`config.mk`:
```
export PLATFORM = sky130hd
export DESIGN_NAME = program_loader_flat
export DESIGN_NICKNAME = d
export VERILOG_FILES = /design/src/rtl/program_loader_if.sv /design/src/rtl/program_loader.sv /design/src/flat_wrapper.sv
export SDC_FILE = /design/constraint.sdc
export NUM_CORES = 1
export LEC_CHECK = 0
export ABC_AREA = 1
export BUFFER_PORTS_ARGS = -buffer_cell sky130_fd_sc_hd__buf_2
export CAP_MARGIN = 40
export CORE_AREA = 2 2 97 52
export DETAILED_ROUTE_END_ITERATION = 8
export DIE_AREA = 0 0 99 54
export HOLD_SLACK_MARGIN = 0.1
export PLACE_DENSITY = 0.71
export SLEW_MARGIN = 30
export SYNTH_ARGS = -nofsm -noshare
export SYNTH_HDL_FRONTEND = slang
export SYNTH_SLANG_ARGS = --single-unit
```
`constraint.sdc`:
```
create_clock -name clk -period 1.5 [get_ports clk]
set_input_delay 0 -clock clk [delete_from_list [all_inputs] [get_ports clk]]
set_output_delay 0 -clock clk [all_outputs]
set_load 0.05 [all_outputs]
```
`src/rtl/program_loader_if.sv`:
```
// Valid/ready instruction stream feeding the boot loader.
// master drives words into the loader; slave is the loader side.
interface program_loader_if #(
  parameter int DATA_W = 16
);
  logic              valid;
  logic [DATA_W-1:0] data;
  logic              last;
  logic              ready;

  modport master (output valid, output data, output last, input ready);
  modport slave  (input valid, input data, input last, output ready);
endinterface

```
`src/rtl/program_loader.sv`:
```
// Boot sequencer: streams a program into instruction memory with the core held in reset, then starts it.
// Optional checksum verification of the streamed program is enabled by defining LOADER_CHECKSUM_EN.
//
//  state | meaning
//  IDLE  | after reset, waiting for load_req
//  LOAD  | accepting words and writing them into IM
//  HOLD  | program written, core still held in reset for RST_CYCLES
//  START | core released, start raised
//  RUN   | core running, done raised
//  ERROR | load aborted (overflow or checksum mismatch)
module program_loader #(
  parameter int ADDR_W     = 10,
  parameter int DATA_W     = 16,
  parameter int MAX_WORDS  = 1024,
  parameter int RST_CYCLES = 2
) (
  input  logic              clk,
  input  logic              reset,
  input  logic              load_req_i,
  program_loader_if.slave   in_if,
`ifdef LOADER_CHECKSUM_EN
  input  logic [DATA_W-1:0] expected_sum_i,
  output logic [DATA_W-1:0] checksum_o,
`endif
  output logic              im_en_write_o,
  output logic [ADDR_W-1:0] im_addr_o,
  output logic [DATA_W-1:0] im_data_o,
  output logic              cpu_reset_o,
  output logic              cpu_start_o,
  output logic [ADDR_W:0]   words_loaded_o,
  output logic              done_o,
  output logic              error_o
);

  localparam int TW = (RST_CYCLES < 1) ? 1 : $clog2(RST_CYCLES + 1);
  localparam logic [ADDR_W:0] LAST_IDX = (ADDR_W+1)'(MAX_WORDS - 1);

  typedef enum logic [2:0] {IDLE, LOAD, HOLD, START, RUN, ERROR} state_t;

  state_t            state_q, state_d;
  logic [TW-1:0]     timer_q, timer_d;
  logic [ADDR_W:0]   wl_q, wl_d;
  logic [ADDR_W-1:0] addr_q, addr_d;
  logic [DATA_W-1:0] data_q, data_d;
  logic              wr_q, wr_d;
  logic              ready_q, cpu_reset_q, cpu_start_q, done_q, error_q;
  logic              accept;
`ifdef LOADER_CHECKSUM_EN
  logic [DATA_W-1:0] sum_q, sum_d;
`endif

  assign accept = in_if.valid & ready_q;

  always_comb begin
    state_d = state_q;
    timer_d = timer_q;
    wl_d    = wl_q;
    addr_d  = addr_q;
    data_d  = data_q;
    wr_d    = 1'b0;
`ifdef LOADER_CHECKSUM_EN
    sum_d   = sum_q;
`endif
    case (state_q)
      IDLE, RUN, ERROR: begin
        if (load_req_i) begin
          state_d = LOAD;
          wl_d    = '0;
`ifdef LOADER_CHECKSUM_EN
          sum_d   = '0;
`endif
        end
      end
      LOAD: begin
        if (accept) begin
          // words_loaded doubles as the write address counter
          wr_d   = 1'b1;
          addr_d = wl_q[ADDR_W-1:0];
          data_d = in_if.data;
          wl_d   = wl_q + (ADDR_W+1)'(1);
`ifdef LOADER_CHECKSUM_EN
          sum_d  = sum_q + in_if.data;
`endif
          if (in_if.last) begin
            timer_d = TW'(RST_CYCLES);
`ifdef LOADER_CHECKSUM_EN
            state_d = (sum_d == expected_sum_i) ? HOLD : ERROR;
`else
            state_d = HOLD;
`endif
          end else if (wl_q == LAST_IDX) begin
            state_d = ERROR;
          end
        end
      end
      HOLD: begin
        if (timer_q == '0) state_d = START;
        else               timer_d = timer_q - TW'(1);
      end
      START:   state_d = RUN;
      default: state_d = IDLE;
    endcase
  end

  always_ff @(posedge clk) begin
    if (reset) begin
      state_q     <= IDLE;
      timer_q     <= '0;
      wl_q        <= '0;
      addr_q      <= '0;
      data_q      <= '0;
      wr_q        <= 1'b0;
      ready_q     <= 1'b0;
      cpu_reset_q <= 1'b1;
      cpu_start_q <= 1'b0;
      done_q      <= 1'b0;
      error_q     <= 1'b0;
`ifdef LOADER_CHECKSUM_EN
      sum_q       <= '0;
`endif
    end else begin
      state_q     <= state_d;
      timer_q     <= timer_d;
      wl_q        <= wl_d;
      addr_q      <= addr_d;
      data_q      <= data_d;
      wr_q        <= wr_d;
      // status outputs follow the state being entered so they stay registered yet aligned
      ready_q     <= (state_d == LOAD);
      cpu_reset_q <= !((state_d == START) || (state_d == RUN));
      cpu_start_q <= (state_d == START) || (state_d == RUN);
      done_q      <= (state_d == RUN);
      error_q     <= (state_d == ERROR);
`ifdef LOADER_CHECKSUM_EN
      sum_q       <= sum_d;
`endif
    end
  end

  assign in_if.ready    = ready_q;
  assign im_en_write_o  = wr_q;
  assign im_addr_o      = addr_q;
  assign im_data_o      = data_q;
  assign cpu_reset_o    = cpu_reset_q;
  assign cpu_start_o    = cpu_start_q;
  assign words_loaded_o = wl_q;
  assign done_o         = done_q;
  assign error_o        = error_q;
`ifdef LOADER_CHECKSUM_EN
  assign checksum_o     = sum_q;
`endif

endmodule

```
`src/flat_wrapper.sv`:
```
// flat-port wrapper written by rule: the top's interface ports become plain ports
module program_loader_flat 
#(
  parameter int ADDR_W     = 10,
  parameter int DATA_W     = 16,
  parameter int MAX_WORDS  = 1024,
  parameter int RST_CYCLES = 2
)
  (clk, reset, load_req_i, im_en_write_o, im_addr_o, im_data_o, cpu_reset_o, cpu_start_o, words_loaded_o, done_o, error_o, in_if_valid, in_if_data, in_if_last, in_if_ready);
  program_loader_if #(.DATA_W(DATA_W)) in_if_i ();
  input  logic clk;
  input  logic reset;
  input  logic load_req_i;
  output logic im_en_write_o;
  output logic [ADDR_W-1:0] im_addr_o;
  output logic [DATA_W-1:0] im_data_o;
  output logic cpu_reset_o;
  output logic cpu_start_o;
  output logic [ADDR_W:0] words_loaded_o;
  output logic done_o;
  output logic error_o;
  input wire logic [$bits(in_if_i.valid)-1:0] in_if_valid;
  input wire logic [$bits(in_if_i.data)-1:0] in_if_data;
  input wire logic [$bits(in_if_i.last)-1:0] in_if_last;
  output wire logic [$bits(in_if_i.ready)-1:0] in_if_ready;
  assign in_if_i.valid = in_if_valid;
  assign in_if_i.data = in_if_data;
  assign in_if_i.last = in_if_last;
  assign in_if_ready = in_if_i.ready;
  program_loader #(.ADDR_W(ADDR_W), .DATA_W(DATA_W), .MAX_WORDS(MAX_WORDS), .RST_CYCLES(RST_CYCLES)) u_core (.clk(clk), .reset(reset), .load_req_i(load_req_i), .in_if(in_if_i), .im_en_write_o(im_en_write_o), .im_addr_o(im_addr_o), .im_data_o(im_data_o), .cpu_reset_o(cpu_reset_o), .cpu_start_o(cpu_start_o), .words_loaded_o(words_loaded_o), .done_o(done_o), .error_o(error_o));
endmodule
```
; Yosys cells after proc, flatten, opt, wreduce, memory -nomap -nowiden
; Index checks and enable logic that the tools add are counted.
[word_totals]
regBits = 48
latch_bits = 0
ram_bits = 0
romBits = 0
out_inout_bits = 43
memories = 0
[op_classes]
n_addsub = 2
multipliers = 0
div = 0
order_cmp = 0
eq_ne = 14
shifts = 0
n_mux = 14
n_bitwise = 2
n_reduce_logical = 11
[ops]
columns = cell, count
row1 = $mux 11, 2
row2 = $pmux 11 s2, 1
row3 = $mux 3, 5
row4 = $eq 3x3->1 const B, 4
row5 = $pmux 3 s4, 1
row6 = $add 11x1->11 const B, 1
row7 = $eq 11x10->1 const B, 1
row8 = $eq 3x2->1 const B, 3
row9 = $eq 3x1->1 const B, 2
row10 = $mux 2, 3
row11 = $ne 2x2->1 const B, 3
row12 = $pmux 2 s2, 1
row13 = $reduce_and 4->1, 1
row14 = $reduce_bool 2->1, 2
row15 = $logic_not 3->1, 1
row16 = $reduce_and 3->1, 1
row17 = $reduce_or 3->1, 1
row18 = $logic_not 2->1, 1
row19 = $ne 2x1->1 const B, 1
row20 = $reduce_and 2->1, 1
row21 = $reduce_or 2->1, 1
row22 = $sub 2x1->2 const B, 1
row23 = $and 1x1->1, 1
row24 = $logic_not 1->1, 1
row25 = other kinds (3), 3

; Longest topological paths before layout
; Gate-level depths: netlist of run 1.
[logic_depth]
word_depth = 8
mapped_depth = 9
depth_no_buf = 9

; Least setup slack after synthesis of run 1
; Ideal clock, no wire load.
[synth_path]
path_type = flip-flop to flip-flop
start = register u_core.wl_q[1] (netlist: u_core.words_loaded_o[1])
end = register u_core.cpu_start_q (netlist: u_core.cpu_start_o)
setup_time_ns = 0.067
t_arrival_ns = 1.683
t_required_ns = 1.433
setup_slack_ns = -0.251
stages_incl_launch_ff = 10
n_path_buf = 0
synth_period_minus_slack_ns = 1.751
path_cell_list = dfxtp_1 > ha_1 > nand2_1 > nor2_2 > nand2_1 > o21ai_1 > nand2_1 > nand2_2 > nand2_2 > o21ai_2
[synth_between]
elab_chain_cells = 7
[synth_rtl]
columns = item, line
row1 = "start, declared", program_loader.sv:42  ; logic [ADDR_W:0] wl_q, wl_d;
row2 = "start signal, assigned", program_loader.sv:124  ; wl_q <= wl_d;
row3 = $eq 11x10->1 *, program_loader.sv:91  ; end else if (wl_q == LAST_IDX) begin
row4 = $mux 3 *, program_loader.sv:91
row5 = $mux 3 *, program_loader.sv:84  ; if (in_if.last) begin
row6 = $mux 3 *, program_loader.sv:75  ; if (accept) begin
row7 = $pmux 3 s4 *, program_loader.sv:64  ; case (state_q)
row8 = $eq 3x2->1 / $eq 3x3->1 (equally long branches), program_loader.sv:131  ; cpu_start_q <= (state_d == START) || (state_d == RUN);
row9 = $logic_or 1x1->1 *, program_loader.sv:131
row10 = "end signal, assigned", program_loader.sv:131
row11 = "end, declared", program_loader.sv:46  ; logic ready_q, cpu_reset_q, cpu_start_q, done_q, error_q;
; Every way passes the cells marked *; elsewhere a longest branch is shown, timed or not.
; A chain may end at the register's enable or synchronous reset.

==> results.cfg, run 1 <==
[run_status]
status = completed

[critical_path]
worstPathArrival_ns = 1.63
r2r-start = u_core.words_loaded_o[1]
cp_common_cell = inv_1
r2r-end = u_core.cpu_start_o
critPathCaptureType = flip-flop
r2r_setup_slack_ns = 0.14
crit_type = primary input to flip-flop
crit_slowest_cell = dlygate4sd3_1
worstPathRequired_ns = 1.73
critPathLaunchType = primary input
r2r_cells = 9
cp_cell_sequence = dlygate4sd3_1 > buf_2 > inv_1 > nand2_1 > inv_1 > o21ai_0 > a21oi_1
slowest_delay_ns = 0.53
crit_fanout = 14

[clock_network]
cts_max_level = 2
clock_sinks = 48
clkTransAtPathRegs_ns = 0.08
cts_buffers = 5
root_buffer = clkbuf_8
clockBufferDepth = 2
post_cts_buffers = 0
cts_tree = built
clock_latency_ns = 0.30

[finish]
drive_gt1_share_pct = 31.9
num-fill-cells = 436
diodes = 0
stdcell_count = 411
multi_input_area_sq_um = 852
area_growth_pct = 36.3
final_cell_mix = buf_2, nor2_1, dfxtp_1
nets = 374
seqCellArea_sq_um = 973
final_common_cell = buf_2

[drt]
drc = 0
vias = 1972
wl_per_cell_um = 12.3
drtIter0Drc = 112
wirelength_um = 5050
ant_nets = 0
drt_pass1_iterations = 4
avgViaCountPerCell = 4.80

[global_routing]
grt_busiest_layer = met1
grt_pass1_wl_um = 8090
grt_usage_pct = 19.6
use_met1_pct = 28.6
met3_usage_pct = 5.97
grt-ovfl-total = 0
grt_util_met2_pct = 28.5
antenna_found_initial = 0
grt_pass1_vias = 1686
grt_max_degree = 22

[timing]
min_period_over_period_pct = 93.6
drv_slew = 0
worst_pin_slew_ns = 0.430
tns_ns = 0
finClkSkew_ns = 0.00610
hold_viol_final = 0
setup-violations-final = 0
min_period_ns = 1.40
fmaxAchievable_mhz = 712
rsz0062_at_grt = false
relSlewSlack_pct = 71.3

[synth]
ys.warnings.count = 0
syn-num-nets = 285
avgSynthCellArea_sq_um = 7.50
synth.yosys.seq_area_share_pct = 48.9
ys_types = 25
ys_ff_latch = 48
synthesis.area_sq_um = 1970
synth_cells = 262

[place]
io_buffers = 63
post-dp-hpwl_um = 3710
gp_routability_congestion = 0.909
dpl.cell_count = 387

[hold_path]
min-delay-start = in_if_last
hold_end = u_core.state_q[1]
hold_depth = 5
min_path_type = primary input to flip-flop

[die]
ios = 64
rows = 18
die_area_sq_um = 5350
dieWidth_um = 99
die_h_um = 54
start_util_pct = 42.6
core_sq_um = 4620

[power]
p_leak_nw = 1.28
total_power_mw = 3.91
power_density_nw_per_um2 = 1460
peakVddDrop_mv = 0.805

[run]
maxCapViolCount = 0
[metrics by stage]
| step | worst slack (ns) | instance area (sq um) | utilization [%] | hold slack [ns] |
|---|---|---|---|---|
| 2_1_floorplan | 0.00628 | 1980 | - | 0.0884 |
| 3_3_place_gp | 0.193 | 2410 | 52.1 | 0.248 |
| 3_5_place_dp | 0.161 | 2410 | 52.1 | 0.258 |
| 4_1_cts | 0.137 | 2680 | 58.0 | 0.114 |
| 5_1_grt | 0.00401 | 2680 | 58.0 | 0.150 |
| 6_report | 0.0953 | 2680 | 58.0 | 0.114 |
[worst max-delay path by stage]
| stage | start | to | slack (ns) | cells after the start |
|---|---|---|---|---|
| after floorplan | u_core.words_loaded_o[2] | u_core.words_loaded_o[5] | 0.006 | 5 |
| after global routing | u_core.words_loaded_o[1] | u_core.cpu_start_o | 0.004 | 9 |
| after detailed placement | u_core.words_loaded_o[1] | u_core.cpu_start_o | 0.16 | 9 |
| final | reset | u_core.words_loaded_o[5] | 0.1 | 7 |
| after CTS | u_core.words_loaded_o[1] | u_core.cpu_start_o | 0.14 | 9 |
| after global placement | u_core.state_q[1] | u_core.in_if.ready | 0.19 | 6 |
[logic make-up after synthesis]
family / Yosys count / share of synthesized area, %
and+or+nand+nor: 118 / 26.9
AOI/OAI and AO/OA: 57 / 15.1
DFF: 48 / 48.9
buffers and inverters: 37 / 7.77
adders and majority gates: 2 / 1.27
[state kept, by name (all words and copies together), names as in the netlist]
register and cells:
u_core.im_data_o 16, u_core.in_if.ready 1, u_core.words_loaded_o 11, u_core.error_o 1
u_core.cpu_reset_o 1, u_core.done_o 1, u_core.im_addr_o 10, u_core.timer_q 2
u_core.state_q 3, u_core.cpu_start_o 1, u_core.im_en_write_o 1
[synth_stat cells (all sizes together)]
library cell  count  share of area (%)
ha                2                1.3
or2               1               0.32
dfxtp            48                 49
o21ai            36                9.5
nor3              2               0.51
nand2            37                7.7
nand3            10                3.1
inv              27                5.2
a21oi            19                4.8
o211ai            1               0.38
nand4             9                3.2
clkbuf            6                1.1
nor2             59                 12
buf               4                1.5
a21o              1               0.38
[layout make-up]
class                   instances  share of cell area [%]
clock inverters                 1                    1.12
flip-flops and latches         48                    36.3
multi-input cells             177                    31.8
inverters                      27                    3.78
well taps                      60                    2.80
repair buffers                 92                    21.5
clock buffers                   6                    2.71
[power breakdown]
| part | switching, mW | internal, mW |
|---|---|---|
| combinational | 1.05 | 0.424 |
| sequential | 0.0909 | 1.44 |
| clock | 0.411 | 0.489 |
| total | 1.56 | 2.36 |
[per-layer routing]
metal  routed length, um  vias to the layer above
met5                   0                        -
met4                  25                        0
met3                 518                        3
met2                1910                       84
met1                2590                      860
li1                    -                     1025
[timing repair]
item                                    CTS  global route
endpoints found under the setup margin    0             1
hold buffers                             17             0
hold endpoints to repair                 26             0
gates resized for setup                   0             1
[worst max-delay path: cells and delay by family]
| family | cells | cell delay, ns |
|---|---|---|
| AO/OA/AOI/OAI | 2 | 0.26 |
| AND/OR/NAND/NOR | 1 | 0.10 |
| buffers and inverters | 4 | 1.27 |
Note: power is estimated with default switching activity, not from simulation.
==> run 2: changes to the inputs <==
--- a/config.mk
+++ b/config.mk
@@ -12,7 +12,7 @@
 export DETAILED_ROUTE_END_ITERATION = 8
 export DIE_AREA = 0 0 99 54
 export HOLD_SLACK_MARGIN = 0.1
-export PLACE_DENSITY = 0.71
+export PLACE_DENSITY_LB_ADDON = 0.12
 export SLEW_MARGIN = 30
 export SYNTH_ARGS = -nofsm -noshare
 export SYNTH_HDL_FRONTEND = slang
==> run 2 against run 1 <==
Against the previous run:
- global-route usage fell by 0.24 points
- sequential share of layout area fell by 0.94 points
- power rose by 1.6%
- clock skew barely moved
- routed wire length rose by 3.0%
- critical path depth rose by 2
- die area did not move
- sequential cell count did not move
- sequential power barely moved
==> results.cfg, run 2 (same netlist as run 1, synthesis figures left out) <==
[global_routing]
antenna_found_initial = 0
grt_usage_pct = 19.4
grt_pass1_wl_um = 7940
grt_pass1_vias = 1639
grt_max_degree = 19
grt-ovfl-total = 0

[power]
peakVddDrop_mv = 0.520
power_density_nw_per_um2 = 1450
p_leak_nw = 1.32

[place]
post-dp-hpwl_um = 3630
io_buffers = 63
dp_slack_ns = 0.124
gp_routability_congestion = 0.840
dpl-instance-area_sq_um = 2430

[timing]
worst_slack_ns = 0.0961
rsz0062_at_grt = false
tns_ns = 0
min_period_over_period_pct = 93.6
min_period_ns = 1.40
worst_pin_slew_ns = 0.381
setup-violations-final = 0
hold_viol_final = 0
fmaxAchievable_mhz = 712
finClkSkew_ns = 0.00595
timing.hold.ws_ns = 0.122
relSlewSlack_pct = 74.6
drv_slew = 0

[finish]
final_cell_mix = buf_2, nor2_1, dfxtp_1
area_growth_pct = 39.8
diodes = 0
stdcell_area_sq_um = 2750
postLayoutCoreUtil_pct = 59.5
largest_reg_flops = 16
drive_gt1_share_pct = 33.1
nets = 378
final_common_cell = buf_2

[die]
die_area_sq_um = 5350
start_util_pct = 42.6
core_sq_um = 4620
die_h_um = 54
rows = 18
dieWidth_um = 99
ios = 64

[clock_network]
clock_sinks = 48
cts_max_level = 2
root_buffer = clkbuf_8
clock_latency_ns = 0.30
cts_tree = built
clockBufferDepth = 2
cts_buffers = 5
clkTransAtPathRegs_ns = 0.09

[run]
maxCapViolCount = 0

[critical_path]
worstPathArrival_ns = 1.65
crit_type = flip-flop to flip-flop
critPathLaunchType = flip-flop
worstPathRequired_ns = 1.75
critPathCaptureType = flip-flop
crit_fanout = 5

[drt]
drt_pass1_iterations = 4
wl_per_cell_um = 12.5
avgViaCountPerCell = 4.71
vias = 1958
wirelength_um = 5200
drtIter0Drc = 83
ant_nets = 0
drc = 0

[run_status]
status = completed

[hold_path]
min_path_type = primary input to flip-flop
==> run 2: cell count changes in the layout (fill, tap and decap cells not counted), sizes merged <==
cell and change:
buf +4, bufinv -1, clkinv +1, clkbuf +1
==> run 2: path summary, 6_finish.rpt <==
kind / slack, ns / cells past startpoint / startpoint / end
max: 0.1 / 9 / u_core.words_loaded_o[0] / u_core.cpu_start_o
min: 0.12 / 5 / in_if_valid / u_core.words_loaded_o[1]
max reg2reg: 0.1 / 9 / u_core.words_loaded_o[0] / u_core.cpu_start_o
min reg2reg: 0.46 / 2 / u_core.timer_q[1] / u_core.timer_q[1]
==> run 2: layer usage <==
| metal | GRT usage [%] | routed length, um |
|---|---|---|
| met5 | 0 | 0 |
| met4 | 4.79 | 45 |
| met3 | 6.10 | 354 |
| met2 | 26.1 | 1980 |
| met1 | 29.3 | 2820 |
==> run 2: metrics by stage <==
stage / instances / power, mW
floorplan: 262 / 2.67
global route: 416 / 4.22
detailed placement: 388 / 3.02
finish: 416 / 3.97
CTS: 413 / 3.98
global placement: 388 / 3.01
==> run 2: timing repair <==
action,in CTS,in global routing
resized for setup,0,3
hold buffers,17,0
setup endpoints to repair,0,3
endpoints found under the hold margin,20,0
buffers inserted,0,3
==> run 2: cell type report <==
| type | count | area, sq um |
|---|---|---|
| multi-input combinational | 177 | 865 |
| clock inverter | 1 | 8.76 |
| clock buffer | 7 | 108 |
| timing repair buffer | 96 | 618 |
| sequential | 48 | 972 |
| inverter | 27 | 101 |
| tap | 60 | 75.1 |
| fill | 456 | 1870 |
==> run 2: worst max-delay path, stage by stage, from the launching register on <==
cell and delay [ns]:
dfxtp_4 0.37, ha_1 0.18, nand2_2 0.09, nor2_4 0.15, nand2_1 0.09, o21ai_1 0.15, nand2_1 0.08, nand2_2 0.11
nand2_2 0.08, o21ai_2 0.05
==> run 2: power by group <==
group | total [mW] | switching, mW | internal, mW
registers | 1.53 | 0.0902 | 1.44
logic | 1.53 | 1.09 | 0.440
clock network | 0.918 | 0.440 | 0.478
total | 3.97 | 1.62 | 2.36
